==> src/rtl/correlator_sequencer.sv <==
// Front-end scheduler for the time-multiplexed correlator array.
// Each accepted I/Q sample word is held for TRATE cycles while the time-slice
// address sweeps. Words are grouped into accumulation blocks of LOOP0 words.
module correlator_sequencer #(
    parameter int unsigned WIDTH = 32,
    parameter int unsigned TRATE = 30,
    parameter int unsigned LOOP0 = 8,
    localparam int unsigned TBITS = $clog2(TRATE),
    localparam int unsigned CBITS = $clog2(LOOP0)
) (
    input  logic             clock,
    input  logic             reset,
    input  logic             enable_i,
    input  logic             sig_valid_i,
    output logic             sig_ready_o,
    input  logic [WIDTH-1:0] sig_idata_i,
    input  logic [WIDTH-1:0] sig_qdata_i,
    output logic             valid_o,
    output logic             first_o,
    output logic             next_o,
    output logic             emit_o,
    output logic             last_o,
    output logic [TBITS-1:0] taddr_o,
    output logic [WIDTH-1:0] idata_o,
    output logic [WIDTH-1:0] qdata_o,
    output logic             busy_o
);

    localparam logic [TBITS-1:0] TLast = TBITS'(TRATE - 1);
    localparam logic [CBITS-1:0] CLast = CBITS'(LOOP0 - 1);

    typedef enum logic [1:0] {StIdle, StWait, StSlice} state_e;

    state_e           state_q, state_d;
    logic [TBITS-1:0] taddr_q, taddr_d;
    logic [CBITS-1:0] bcnt_q, bcnt_d;
    logic [CBITS-1:0] acc_idx_q, acc_idx_d;
    logic [WIDTH-1:0] cur_idata_q, cur_idata_d;
    logic [WIDTH-1:0] cur_qdata_q, cur_qdata_d;
    logic [WIDTH-1:0] hold_idata_q, hold_idata_d;
    logic [WIDTH-1:0] hold_qdata_q, hold_qdata_d;
    logic             hold_full_q, hold_full_d;
    logic             accept;

    // acc_idx_q is the block index the next accepted word will carry. A nonzero
    // value means the open block still owes words, so those are taken even
    // with enable low; once all LOOP0 words are in, enable alone decides.
    assign sig_ready_o = !reset && !hold_full_q && (enable_i || (acc_idx_q != '0));
    assign accept      = sig_valid_i && sig_ready_o;

    // Next-state: word loading, slice sweep and block counting.
    always_comb begin
        state_d      = state_q;
        taddr_d      = taddr_q;
        bcnt_d       = bcnt_q;
        acc_idx_d    = acc_idx_q;
        cur_idata_d  = cur_idata_q;
        cur_qdata_d  = cur_qdata_q;
        hold_idata_d = hold_idata_q;
        hold_qdata_d = hold_qdata_q;
        hold_full_d  = hold_full_q;

        if (accept) begin
            acc_idx_d = (acc_idx_q == CLast) ? '0 : acc_idx_q + CBITS'(1);
        end

        unique case (state_q)
            StIdle, StWait: begin
                if (accept) begin
                    cur_idata_d = sig_idata_i;
                    cur_qdata_d = sig_qdata_i;
                    taddr_d     = '0;
                    state_d     = StSlice;
                end
            end
            StSlice: begin
                if (taddr_q != TLast) begin
                    taddr_d = taddr_q + TBITS'(1);
                    if (accept) begin
                        hold_idata_d = sig_idata_i;
                        hold_qdata_d = sig_qdata_i;
                        hold_full_d  = 1'b1;
                    end
                end else begin
                    taddr_d = '0;
                    bcnt_d  = (bcnt_q == CLast) ? '0 : bcnt_q + CBITS'(1);
                    if (hold_full_q) begin
                        // Ready is low while the holding register is full,
                        // so no new word can arrive on this edge.
                        cur_idata_d = hold_idata_q;
                        cur_qdata_d = hold_qdata_q;
                        hold_full_d = 1'b0;
                    end else if (accept) begin
                        // Direct load on the wrap edge avoids a bubble.
                        cur_idata_d = sig_idata_i;
                        cur_qdata_d = sig_qdata_i;
                    end else begin
                        state_d = (bcnt_q == CLast) ? StIdle : StWait;
                    end
                end
            end
            default: state_d = StIdle;
        endcase
    end

    // State registers with synchronous reset.
    always_ff @(posedge clock) begin
        if (reset) begin
            state_q      <= StIdle;
            taddr_q      <= '0;
            bcnt_q       <= '0;
            acc_idx_q    <= '0;
            cur_idata_q  <= '0;
            cur_qdata_q  <= '0;
            hold_idata_q <= '0;
            hold_qdata_q <= '0;
            hold_full_q  <= 1'b0;
        end else begin
            state_q      <= state_d;
            taddr_q      <= taddr_d;
            bcnt_q       <= bcnt_d;
            acc_idx_q    <= acc_idx_d;
            cur_idata_q  <= cur_idata_d;
            cur_qdata_q  <= cur_qdata_d;
            hold_idata_q <= hold_idata_d;
            hold_qdata_q <= hold_qdata_d;
            hold_full_q  <= hold_full_d;
        end
    end

    // Strobes decode directly from registered state; nothing combinational
    // from the inputs reaches them.
    always_comb begin
        valid_o = (state_q == StSlice);
        busy_o  = (state_q != StIdle);
        first_o = valid_o && (bcnt_q == '0);
        emit_o  = valid_o && (bcnt_q == CLast);
        next_o  = valid_o && (taddr_q == '0);
        last_o  = valid_o && (taddr_q == TLast);
        taddr_o = taddr_q;
        idata_o = cur_idata_q;
        qdata_o = cur_qdata_q;
    end

endmodule

==> config.mk <==
export PLATFORM = sky130hd
export DESIGN_NAME = correlator_sequencer
export DESIGN_NICKNAME = d
export VERILOG_FILES = /design/src/rtl/correlator_sequencer.sv
export SDC_FILE = /design/constraint.sdc
export NUM_CORES = 1
export LEC_CHECK = 0
export ABC_AREA = 1
export BUFFER_PORTS_ARGS = -buffer_cell sky130_fd_sc_hd__buf_2
export CORE_UTILIZATION = 54
export CTS_CLUSTER_SIZE = 20
export DETAILED_ROUTE_END_ITERATION = 8
export MAX_ROUTING_LAYER = met4
export PLACE_DENSITY = 0.81
export SYNTH_ARGS = -nofsm -noshare
export SYNTH_HDL_FRONTEND = slang
export SYNTH_SLANG_ARGS = --single-unit
==> constraint.sdc <==
create_clock -name clock -period 1.85 [get_ports clock]
set_clock_uncertainty 0.15 [all_clocks]
set_input_delay 0.37 -clock clock [delete_from_list [all_inputs] [get_ports clock]]
set_output_delay 0.37 -clock clock [all_outputs]
set_load 0.05 [all_outputs]
-- Word level (Yosys, flattened, before mapping)
Cells that the tools add are included.
- add/sub/neg operators: 3
- bitwise operators: 1
- eq/ne operators: 11
- reduce and logical (&&, ||, !) cells: 23
- mux-type cells: 21
- operator list (kind ; count):
    32-bit two-way mux ; 6
    32-bit case mux with 2 select lines ; 2
    5-bit two-way mux ; 2
    2-bit inequality test (second input constant) ; 5
    5-bit case mux with 2 select lines ; 1
    2-bit two-way mux ; 4
    2-bit AND reduction ; 4
    1-bit logical AND ; 7
    3-bit by 1-bit adder with 3-bit output (second input constant) ; 2
    3-bit equality test (second input constant) ; 2
    3-bit two-way mux ; 2
    5-bit by 1-bit adder with 5-bit output (second input constant) ; 1
    5-bit equality test (second input constant) ; 1
    5-bit logical NOT ; 1
    5-bit inequality test (second input constant) ; 1
    2-bit case mux with 2 select lines ; 1
    4-bit AND reduction ; 1
    2-bit nonzero test ; 2
    3-bit logical NOT ; 1
    1-bit two-way mux ; 3
    3-bit AND reduction ; 1
    3-bit nonzero test ; 1
    2-bit by 1-bit equality test with 1-bit output (second input constant) ; 1
    2-bit equality test (second input constant) ; 1
    other kinds (5) ; 6
- logic and storage cells: 68
- output and inout bits: 76
- flip-flop bits (word level): 142
- input port bits: 68

-- Longest topological paths before layout
Gate-level depths: netlist of the first run.
- depth in word-level cells: 8
- gate-level depth with buffers: 11
- mapped depth without buffers: 10

-- Worst setup path after synthesis of the first run
No wires, ideal clock.
- kind: flip-flop to output port
- start: register taddr_q[1], in the netlist taddr_o[1]
- end: output port next_o
- cell stages (with the launch flop): 5
- path slack: -561 ps
- data required time: 1330 ps
- path buffers: 0
- arrival: 1891 ps
- cells stage by stage: dfxtp_1 > inv_1 > ha_1 > nand3_1 > nor3_1
- longest elaborated chain between the ends: 2
- ends and longest elaborated chain (what ; line ; source):
    start, declared ; 35 ; logic [TBITS-1:0] taddr_q, taddr_d;
    start signal, assigned ; 120 ; taddr_q <= taddr_d;
    5-bit logical NOT ; 138 ; next_o = valid_o && (taddr_q == '0);
    1-bit logical AND ; 138 ;
    end, declared ; 20 ; output logic next_o,
No other way between the ends.

-- Worst setup path after layout of the first run
- start: register taddr_q[1], in the netlist taddr_o[1]
- end: output port last_o
- longest elaborated chain between the ends: 2
- ends and longest elaborated chain (what ; line ; source):
    5-bit equality test ; 139 ; last_o = valid_o && (taddr_q == TLast);
    1-bit logical AND ; 139 ;
    end, declared ; 22 ; output logic last_o,
No other way between the ends.

==> impl_metrics.json, run 1 <==
{
  "drtPass1Iterations": 7,
  "relSlewSlack": 0.7528,
  "drc": 0,
  "rows": 38,
  "yosys_warnings": 0,
  "tritoncts": "built",
  "violations": "negative setup slack",
  "worstPathRequired_ps": 1330,
  "min_period_ps": 2045,
  "grt_pass1_wl_um": 27430,
  "grt_setup_unrepaired": "true",
  "pre_cts_slack_ps": -42.69,
  "grt-ovfl-total": 0,
  "synth_area_per_cell_um2": 6.998,
  "antenna_found_initial": 0,
  "clockBufferDepth": 2,
  "synth_top_area_frac": 0.4606,
  "area_growth_pct": 42.14,
  "ys_ff_latch": 142,
  "path_class": "reg -> out",
  "cts_made_buffers": 17,
  "initial_utilization": 0.5620,
  "post-route-util": 0.7988,
  "synthTopCellsByArea": "dfxtp_1 (46%), nor2_1 (16%), nand2_1 (8.6%)",
  "viasPerCell": 5.760,
  "dp.cells": 1132,
  "cts_hold_buf": 0,
  "cts_max_level": 4,
  "power_mw": 8.252,
  "fin_tns_setup_ps": -5209,
  "drive_gt1_frac": 0.2997,
  "cts_sinks": 142,
  "setup_viol": 71,
  "drv_cap": 0,
  "synthCells": 882,
  "fp.dieW_um": 108.9,
  "power_density_nw_per_um2": 940.6,
  "totalWireLength_um": 21440,
  "finalNonFillerCells": 1212,
  "dpl-instance-area_um2": 7101,
  "fmax_ghz": 0.4891,
  "grt_pass1_vias": 5692,
  "gp_congestion": 0.7939,
  "setup_ws_ps": -194.5,
  "slew_viol_final": 0,
  "whs_ps": 33.93,
  "worstSkewPairLatency_ps": 420,
  "design_area_um2": 8773,
  "syn_nets": 959,
  "io_pins": 144,
  "synth_seq_area_share": 0.4606,
  "clk_pin_slew_ps": 60,
  "antenna_left": 0,
  "worst_pin_slew_ps": 370.1,
  "cp_max_fo": 2,
  "outcome": "finished, violations left",
  "ys_types": 28,
  "cp-end-kind": "output pin",
  "ir_drop_v": 0.001136,
  "grt_usage": 0.3066,
  "clockRootBuffer": "clkbuf_16",
  "synth_top_cell_by_area": "dfxtp_1",
  "drtIter0Drc": 632,
  "dieArea_um2": 11860,
  "wl_per_cell_um": 17.69,
  "fin_crit_sh": 1.105,
  "core_um2": 10980,
  "hold_viol_final": 0,
  "crit_path_start_kind": "flip-flop",
  "hp-class": "in -> reg",
  "port_buffers": 143,
  "grt_max_degree": 67,
  "power_leakage_nw": 4.190,
  "layout_commonest_cell": "nor2_1",
  "syn-cell-area_um2": 6172,
  "dp_hpwl_um": 9587,
  "layout.nets": 1135,
  "layout_common_cells": "nor2_1 (248), nand2_1 (138), buf_2 (136)",
  "vias": 6981,
  "die_h_um": 108.9,
  "critical_path_arrival_ps": 1520
}
## layer usage
layer / share of wire / routed length (um) / global-route usage
met5: 0 / 0 / -
met4: 0.044 / 947 / 0.1158
met1: 0.38 / 8141 / 0.3716
met3: 0.094 / 2006 / 0.06396
met2: 0.48 / 10340 / 0.4996
## worst max-delay path: stages (launching register included)
cell and delay [ps]:
dfxtp_4 350, inv_4 70, ha_4 140, nand3_4 80, nor2_4 120, nand2_2 90, clkinvlp_4 90, buf_8 140
## layout make-up
| class | count | area (um^2) |
|---|---|---|
| multi-input combinational | 655 | 3172 |
| sequential | 142 | 2867 |
| fill | 688 | 2210 |
| timing repair buffer | 218 | 1824 |
| clock buffer | 20 | 466.7 |
| tap | 140 | 175.2 |
| clock inverter | 12 | 135.1 |
| inverter | 23 | 120.1 |
| timing repair inverter | 1 | 11.26 |
| antenna | 1 | 2.502 |
## cells in the mapped netlist (all sizes together)
cell type  instances
buf               30
nand4              6
a211oi             3
a21oi             18
o21ai            130
nor3               1
dfxtp            142
nor2             258
o21bai             1
o22ai              1
clkbuf            33
ha                 9
inv               23
xor2               1
nand2            146
or2                6
nand3             74
## kinds of logic (layout without fill, tap and decap cells)
logic type                 count (synthesis)  count (layout)  share of synthesized area
xor gates and xnor gates                   1               1                   0.001419
and+or+nand+nor                          491             492                     0.3250
other                                      0               1                          0
DFF                                      142             142                     0.4606
adders and majority gates                  9               9                    0.01824
AOI/OAI and AO/OA                        153             153                     0.1259
buffers and inverters                     86             274                    0.06892
## worst paths after layout
kind              depth (start not counted)               to      startpoint  slack (ps)
setup / recovery                          7           last_o      taddr_o[1]        -190
hold / removal                            3  hold_idata_q[8]  sig_idata_i[8]          30
setup reg to reg                         12      idata_o[18]      state_q[1]        -170
hold reg to reg                           2      idata_o[29]     idata_o[29]         320
## where the power goes
part | leakage (nW) | internal [mW] | total, mW | switching [mW]
Sequential | 1.16 | 3.19 | 3.27 | 0.0763
Combinational | 2.75 | 0.509 | 1.48 | 0.971
Clock | 0.281 | 2.10 | 3.50 | 1.40
## registers in the layout, indices dropped and copies added, names as in the netlist
| name | count |
|---|---|
| acc_idx_q | 3 |
| hold_full_q | 1 |
| hold_idata_q | 32 |
| qdata_o | 32 |
| taddr_o | 5 |
| bcnt_q | 3 |
| state_q | 2 |
| hold_qdata_q | 32 |
| idata_o | 32 |
## what timing repair did
action	in CTS	in global routing
setup buffers	16	12
setup endpoints to repair	90	134
gates cloned	3	17
pin swaps	8	10
gates resized for setup	76	83
No activity file was read; power rests on OpenSTA's default activity.
==> run 2: changes to the inputs <==
- ABC_AREA: 1 -> default
==> impl_metrics.json, run 2 <==
{
  "synth_top_cell_by_area": "dfxtp_1",
  "p_seq_frac": 0.385,
  "clockBufferDepth": 2,
  "totalWireLength_um": 31070,
  "viasPerCell": 7.255,
  "worstHoldStart": "sig_idata_i[11]",
  "ir_drop_v": 0.001031,
  "violations": "design-rule violations, negative setup slack",
  "clk_pin_slew_ps": 70,
  "drive_gt1_frac": 0.5429,
  "syn-cell-area_um2": 6227,
  "initial_utilization": 0.5645,
  "seqCellArea_um2": 2865,
  "grt_max_degree": 91,
  "path_class": "reg -> reg",
  "grt_usage": 0.4568,
  "critical_path_arrival_ps": 2620,
  "wl_per_cell_um": 28.34,
  "reg2reg_depth": 9,
  "power_density_nw_per_um2": 850.8,
  "yosys_warnings": 0,
  "grt-ovfl-total": 0,
  "async_flop_share": 0,
  "synth_top_area_frac": 0.4565,
  "slew_viol_final": 0,
  "combPwrFrac": 0.192,
  "whs_ps": 26.20,
  "cts_sinks": 142,
  "setup_viol": 143,
  "synth_enable_flop_cells": 0,
  "antenna_left": 0,
  "cts_max_level": 4,
  "outcome": "finished, violations left",
  "fmax_ghz": 0.4095,
  "worstSkewPairLatency_ps": 450,
  "dpl-instance-area_um2": 7416,
  "multi_input_area_um2": 3825,
  "grt_setup_unrepaired": "true",
  "min_to": "hold_idata_q[11]",
  "io_pins": 144,
  "synth_most_common_cell": "nand2_1",
  "cp_max_fo": 15,
  "port_buffers": 143,
  "fin_tns_setup_ps": -45560,
  "die_h_um": 109.4,
  "layout_commonest_cell": "buf_2",
  "worst_pin_slew_ps": 828.7,
  "synth_flop_cell": "dfxtp_1",
  "cp-end-kind": "flip-flop",
  "synth_area_per_cell_um2": 8.370,
  "timing.rr.start": "acc_idx_q[1]",
  "drc": 1,
  "hp-class": "in -> reg",
  "hold_viol_final": 0,
  "clockRootBuffer": "clkbuf_16",
  "crit_path_start_kind": "flip-flop",
  "dp_hpwl_um": 10980,
  "finalNonFillerCells": 1096,
  "ys_types": 36,
  "synth_seq_area_share": 0.4565,
  "grt_pass1_wl_um": 39470,
  "dieArea_um2": 11970,
  "relSlewSlack": 0.4475,
  "num-fill-cells": 431,
  "antenna_found_initial": 0,
  "rows": 38,
  "synthCells": 744,
  "syn_nets": 821,
  "power_leakage_nw": 4.043,
  "drtPass1Iterations": 9,
  "area_growth_pct": 59.47,
  "whs_path_depth": 3,
  "fin_crit_sh": 1.320,
  "tritoncts": "built",
  "pre_cts_slack_ps": -303.9,
  "sw_frac_of_total": 0.3064,
  "worstPathRequired_ps": 2030,
  "diodes": 0,
  "fp.dieW_um": 109.4,
  "pwr-share-clk": 0.423,
  "ys_ff_latch": 142,
  "internal-power_mw": 5.860,
  "grt_pass1_vias": 7332,
  "cts_made_buffers": 17,
  "setup_ws_ps": -592.1,
  "dp.cells": 996,
  "gp_congestion": 0.8978,
  "vias": 7952,
  "layout_common_cells": "buf_2 (135), dfxtp_1 (130), nand2_1 (111)",
  "core_um2": 11030,
  "design_area_um2": 9931,
  "p_sw_mw": 2.589,
  "synth_common_cells": "nand2_1 (194), dfxtp_1 (142), a21oi_1 (81)",
  "drv_cap": 0,
  "r2r_slack_ps": -590,
  "drtIter0Drc": 1258,
  "layout.nets": 1020,
  "r2r-end": "qdata_o[17]",
  "synthTopCellsByArea": "dfxtp_1 (46%), nand2_1 (12%), a311oi_1 (8.6%)",
  "min_period_ps": 2442
}
-- run 2: changes by cell type after synthesis, sizes merged, moves of 4 or more --
cell / previous run / this run
nand4: 6 / 2
inv: 23 / 8
or2: 6 / 1
o21ai: 130 / 5
a311oi: 0 / 61
o22ai: 1 / 5
a21oi: 18 / 141
nor3: 1 / 6
nand2: 146 / 194
nor2: 258 / 11
nand3: 74 / 61
clkbuf: 33 / 46
-- run 2: stage by stage --
step	total power [mW]	utilization
global route	8.580	0.9003
floorplan	4.071	-
CTS	8.106	0.8528
detailed placement	4.396	0.6723
finish	8.449	0.9003
global placement	4.368	0.6723
-- run 2: area by class of cell --
cell class	count	share of cell area
clock buffers	21	0.04851
clock inverters	11	0.01134
inverters	8	0.003528
multi-input cells	521	0.3852
flip-flops and latches	142	0.2885
well taps	140	0.01764
repair buffers	253	0.2453
-- run 2: per-layer routing --
layer	up-vias	track usage	wire length, um
met5	-	-	0
met4	0	0.3114	3036
met3	371	0.1263	4493
met2	890	0.6995	13490
met1	3633	0.5200	10050
li1	3058	-	-
-- run 2: repair_timing --
action,CTS,global route
setup buffers,34,17
resized for setup,128,102
gates cloned,22,4
pin swaps,23,65
hold buffers,0,0
endpoints found under the setup margin,122,142
-- run 2: worst max-delay path by stage --
stage / startpoint / end / slack, ps / cells after the start
2_1_floorplan: state_q[1] / next_o / -220 / 6
4_1_cts: acc_idx_q[1] / sig_ready_o / -210 / 5
5_1_grt: acc_idx_q[1] / idata_o[10] / -760 / 9
3_3_place_gp: sig_valid_i / hold_idata_q[28] / -160 / 6
6_report: acc_idx_q[1] / qdata_o[17] / -590 / 9
3_5_place_dp: acc_idx_q[0] / qdata_o[28] / -300 / 7
-- run 2: logic make-up after synthesis --
family	after synthesis	share of synthesized area
and+or+nand+nor	291	0.2025
adders and majority gates	9	0.01808
DFF	142	0.4565
buffers and inverters	81	0.06771
AOI/OAI and AO/OA	221	0.2552
-- run 2: worst max-delay path: stages, from the launching register on --
cell and delay, ps:
dfxtp_2 340, inv_2 70, ha_4 150, nor3b_4 420
buf_6 170, o21ai_4 60, buf_12 170, and2_4 230
clkbuf_16 210, a311oi_1 340
-- run 2: power by group through the flow --
stage	Clock, mW	Sequential (mW)	Combinational (mW)
2_1_floorplan	0	3.61	0.461
3_3_place_gp	0	3.29	1.08
3_5_place_dp	0	3.29	1.10
4_1_cts	3.46	3.24	1.41
5_1_grt	3.67	3.26	1.66
6_report	3.57	3.25	1.62
==> run 3: changes to the inputs <==
- CORE_ASPECT_RATIO: default -> 1.4
- CTS_BUF_LIST: default -> sky130_fd_sc_hd__clkbuf_16
==> impl_metrics.json, run 3 (same netlist as run 2, synthesis figures left out) <==
{
  "post-route-util": 0.8830,
  "worstPathRequired_ps": 2000,
  "crit_family": "compound AO/OA/AOI/OAI gates",
  "whs_ps": 46.57,
  "grt_usage": 0.4328,
  "viasPerCell": 6.864,
  "path_cells": "inv_2 -> ha_4 -> nor3b_4 -> buf_6 -> o21ai_4 -> buf_6 -> buf_6 -> a21oi_1 -> a311oi_1",
  "critical_path_arrival_ps": 2360,
  "hp-class": "in -> reg",
  "area_growth_pct": 59.96,
  "crit_path_start_kind": "flip-flop",
  "critPathBufInv": 4,
  "antenna_left": 0,
  "power_density_nw_per_um2": 861.6,
  "grt_busiest_layer": "met2",
  "die_h_um": 129.1,
  "layout.nets": 1021,
  "crit_path_frequent_cell": "buf_6",
  "cp_slowest_cell": "a311oi_1",
  "met3_usage": 0.09859,
  "multi_input_area_um2": 3872,
  "port_buffers": 143,
  "drc": 0,
  "dpl-instance-area_um2": 7458,
  "dieArea_um2": 11970,
  "wl_per_cell_um": 25.50,
  "grt_max_degree": 54,
  "fmax_ghz": 0.4533,
  "cts_made_buffers": 17,
  "cp_max_fo": 9,
  "worstSkewPairLatency_ps": 440,
  "fin_crit_sh": 1.192,
  "slew_viol_final": 0,
  "fin_tns_setup_ps": -21900,
  "seqCellArea_um2": 2865,
  "pre_cts_slack_ps": -213.9,
  "totalWireLength_um": 28130,
  "antenna_found_initial": 1,
  "clockRootBuffer": "clkbuf_16",
  "grt-ovfl-total": 0,
  "r2r_slack_ps": -360,
  "layout_commonest_cell": "buf_2",
  "dp.cells": 1005,
  "clk_pin_slew_ps": 60,
  "path_class": "reg -> reg",
  "hold_viol_final": 0,
  "grt_pass1_wl_um": 38490,
  "cts_max_level": 4,
  "worst_pin_slew_ps": 785.2,
  "ir_drop_v": 0.0007059,
  "tritoncts": "built",
  "drv_cap": 0,
  "finalNonFillerCells": 1103,
  "power_leakage_nw": 3.997,
  "grt_setup_unrepaired": "true",
  "setup_ws_ps": -355.9,
  "outcome": "finished, violations left",
  "gr-usage-met1": 0.4506,
  "cts_sinks": 142,
  "io_pins": 144,
  "rows": 46,
  "drtIter0Drc": 845,
  "fp.dieW_um": 92.76,
  "cp-end-kind": "flip-flop",
  "drtPass1Iterations": 7,
  "relSlewSlack": 0.4766,
  "min_period_ps": 2206,
  "vias": 7571,
  "drive_gt1_frac": 0.5569,
  "gp_congestion": 0.8518,
  "dp_hpwl_um": 11570,
  "core_um2": 11280,
  "design_area_um2": 9961,
  "grt_pass1_vias": 7316,
  "layout_common_cells": "buf_2 (135), dfxtp_1 (130), nand2_1 (127)",
  "slowest_delay_ps": 390,
  "initial_utilization": 0.5520,
  "setup_viol": 136,
  "power_mw": 8.582,
  "num-fill-cells": 479,
  "clockBufferDepth": 2,
  "violations": "negative setup slack",
  "grt_use_met2": 0.7279
}
## run 3: cell types whose count changed in the layout (fill, tap and decap cells not counted), sizes merged
| cell | change |
|---|---|
| clkinv | +2 |
| bufinv | +2 |
| clkinvlp | -2 |
| buf | +7 |
| bufbuf | -3 |
| diode | +2 |
| clkbuf | -7 |
| inv | +2 |
## run 3: power breakdown
part	switching (mW)	internal (mW)	leakage, nW
sequential	0.0888	3.17	1.16
combinational	1.04	0.574	2.53
clock	1.46	2.25	0.307
total	2.59	6.00	4.00
## run 3: metal layers
metal / wire, um / vias to the layer above / share of wire
li1: - / 3051 / -
met1: 9276 / 3566 / 0.33
met2: 13720 / 694 / 0.49
met3: 2715 / 260 / 0.097
met4: 2419 / 0 / 0.086
met5: 0 / - / 0
## run 3: area by class of cell
class	count	share of cell area
clock inverters	15	0.01972
multi-input cells	521	0.3888
flip-flops and latches	142	0.2877
well taps	144	0.01809
clock buffers	17	0.04271
diodes	2	0.0005024
inverters	8	0.003768
repair buffers	254	0.2388
## run 3: path summary, 6_finish.rpt
kind                         from          endpoint  cells after the start
hold reg to reg   hold_idata_q[7]   hold_idata_q[7]                      2
setup reg to reg     acc_idx_q[0]       qdata_o[13]                      9
setup / recovery     acc_idx_q[0]       qdata_o[13]                      9
hold / removal    sig_idata_i[25]  hold_idata_q[25]                      3
## run 3: worst register-to-register path, cell delays in order (launching register included)
cell and delay [ps]:
dfxtp_2 340, inv_2 50, ha_4 150, nor3b_4 160, buf_6 140, o21ai_4 230
buf_6 170, buf_6 180, a21oi_1 110, a311oi_1 390
## run 3: timing repair
action | 4_1_cts | 5_1_grt
hold buffers | 0 | 0
setup buffers | 41 | 15
cloned | 23 | 0
gates resized for setup | 135 | 142
setup endpoints to repair | 122 | 142
pin swaps | 39 | 68
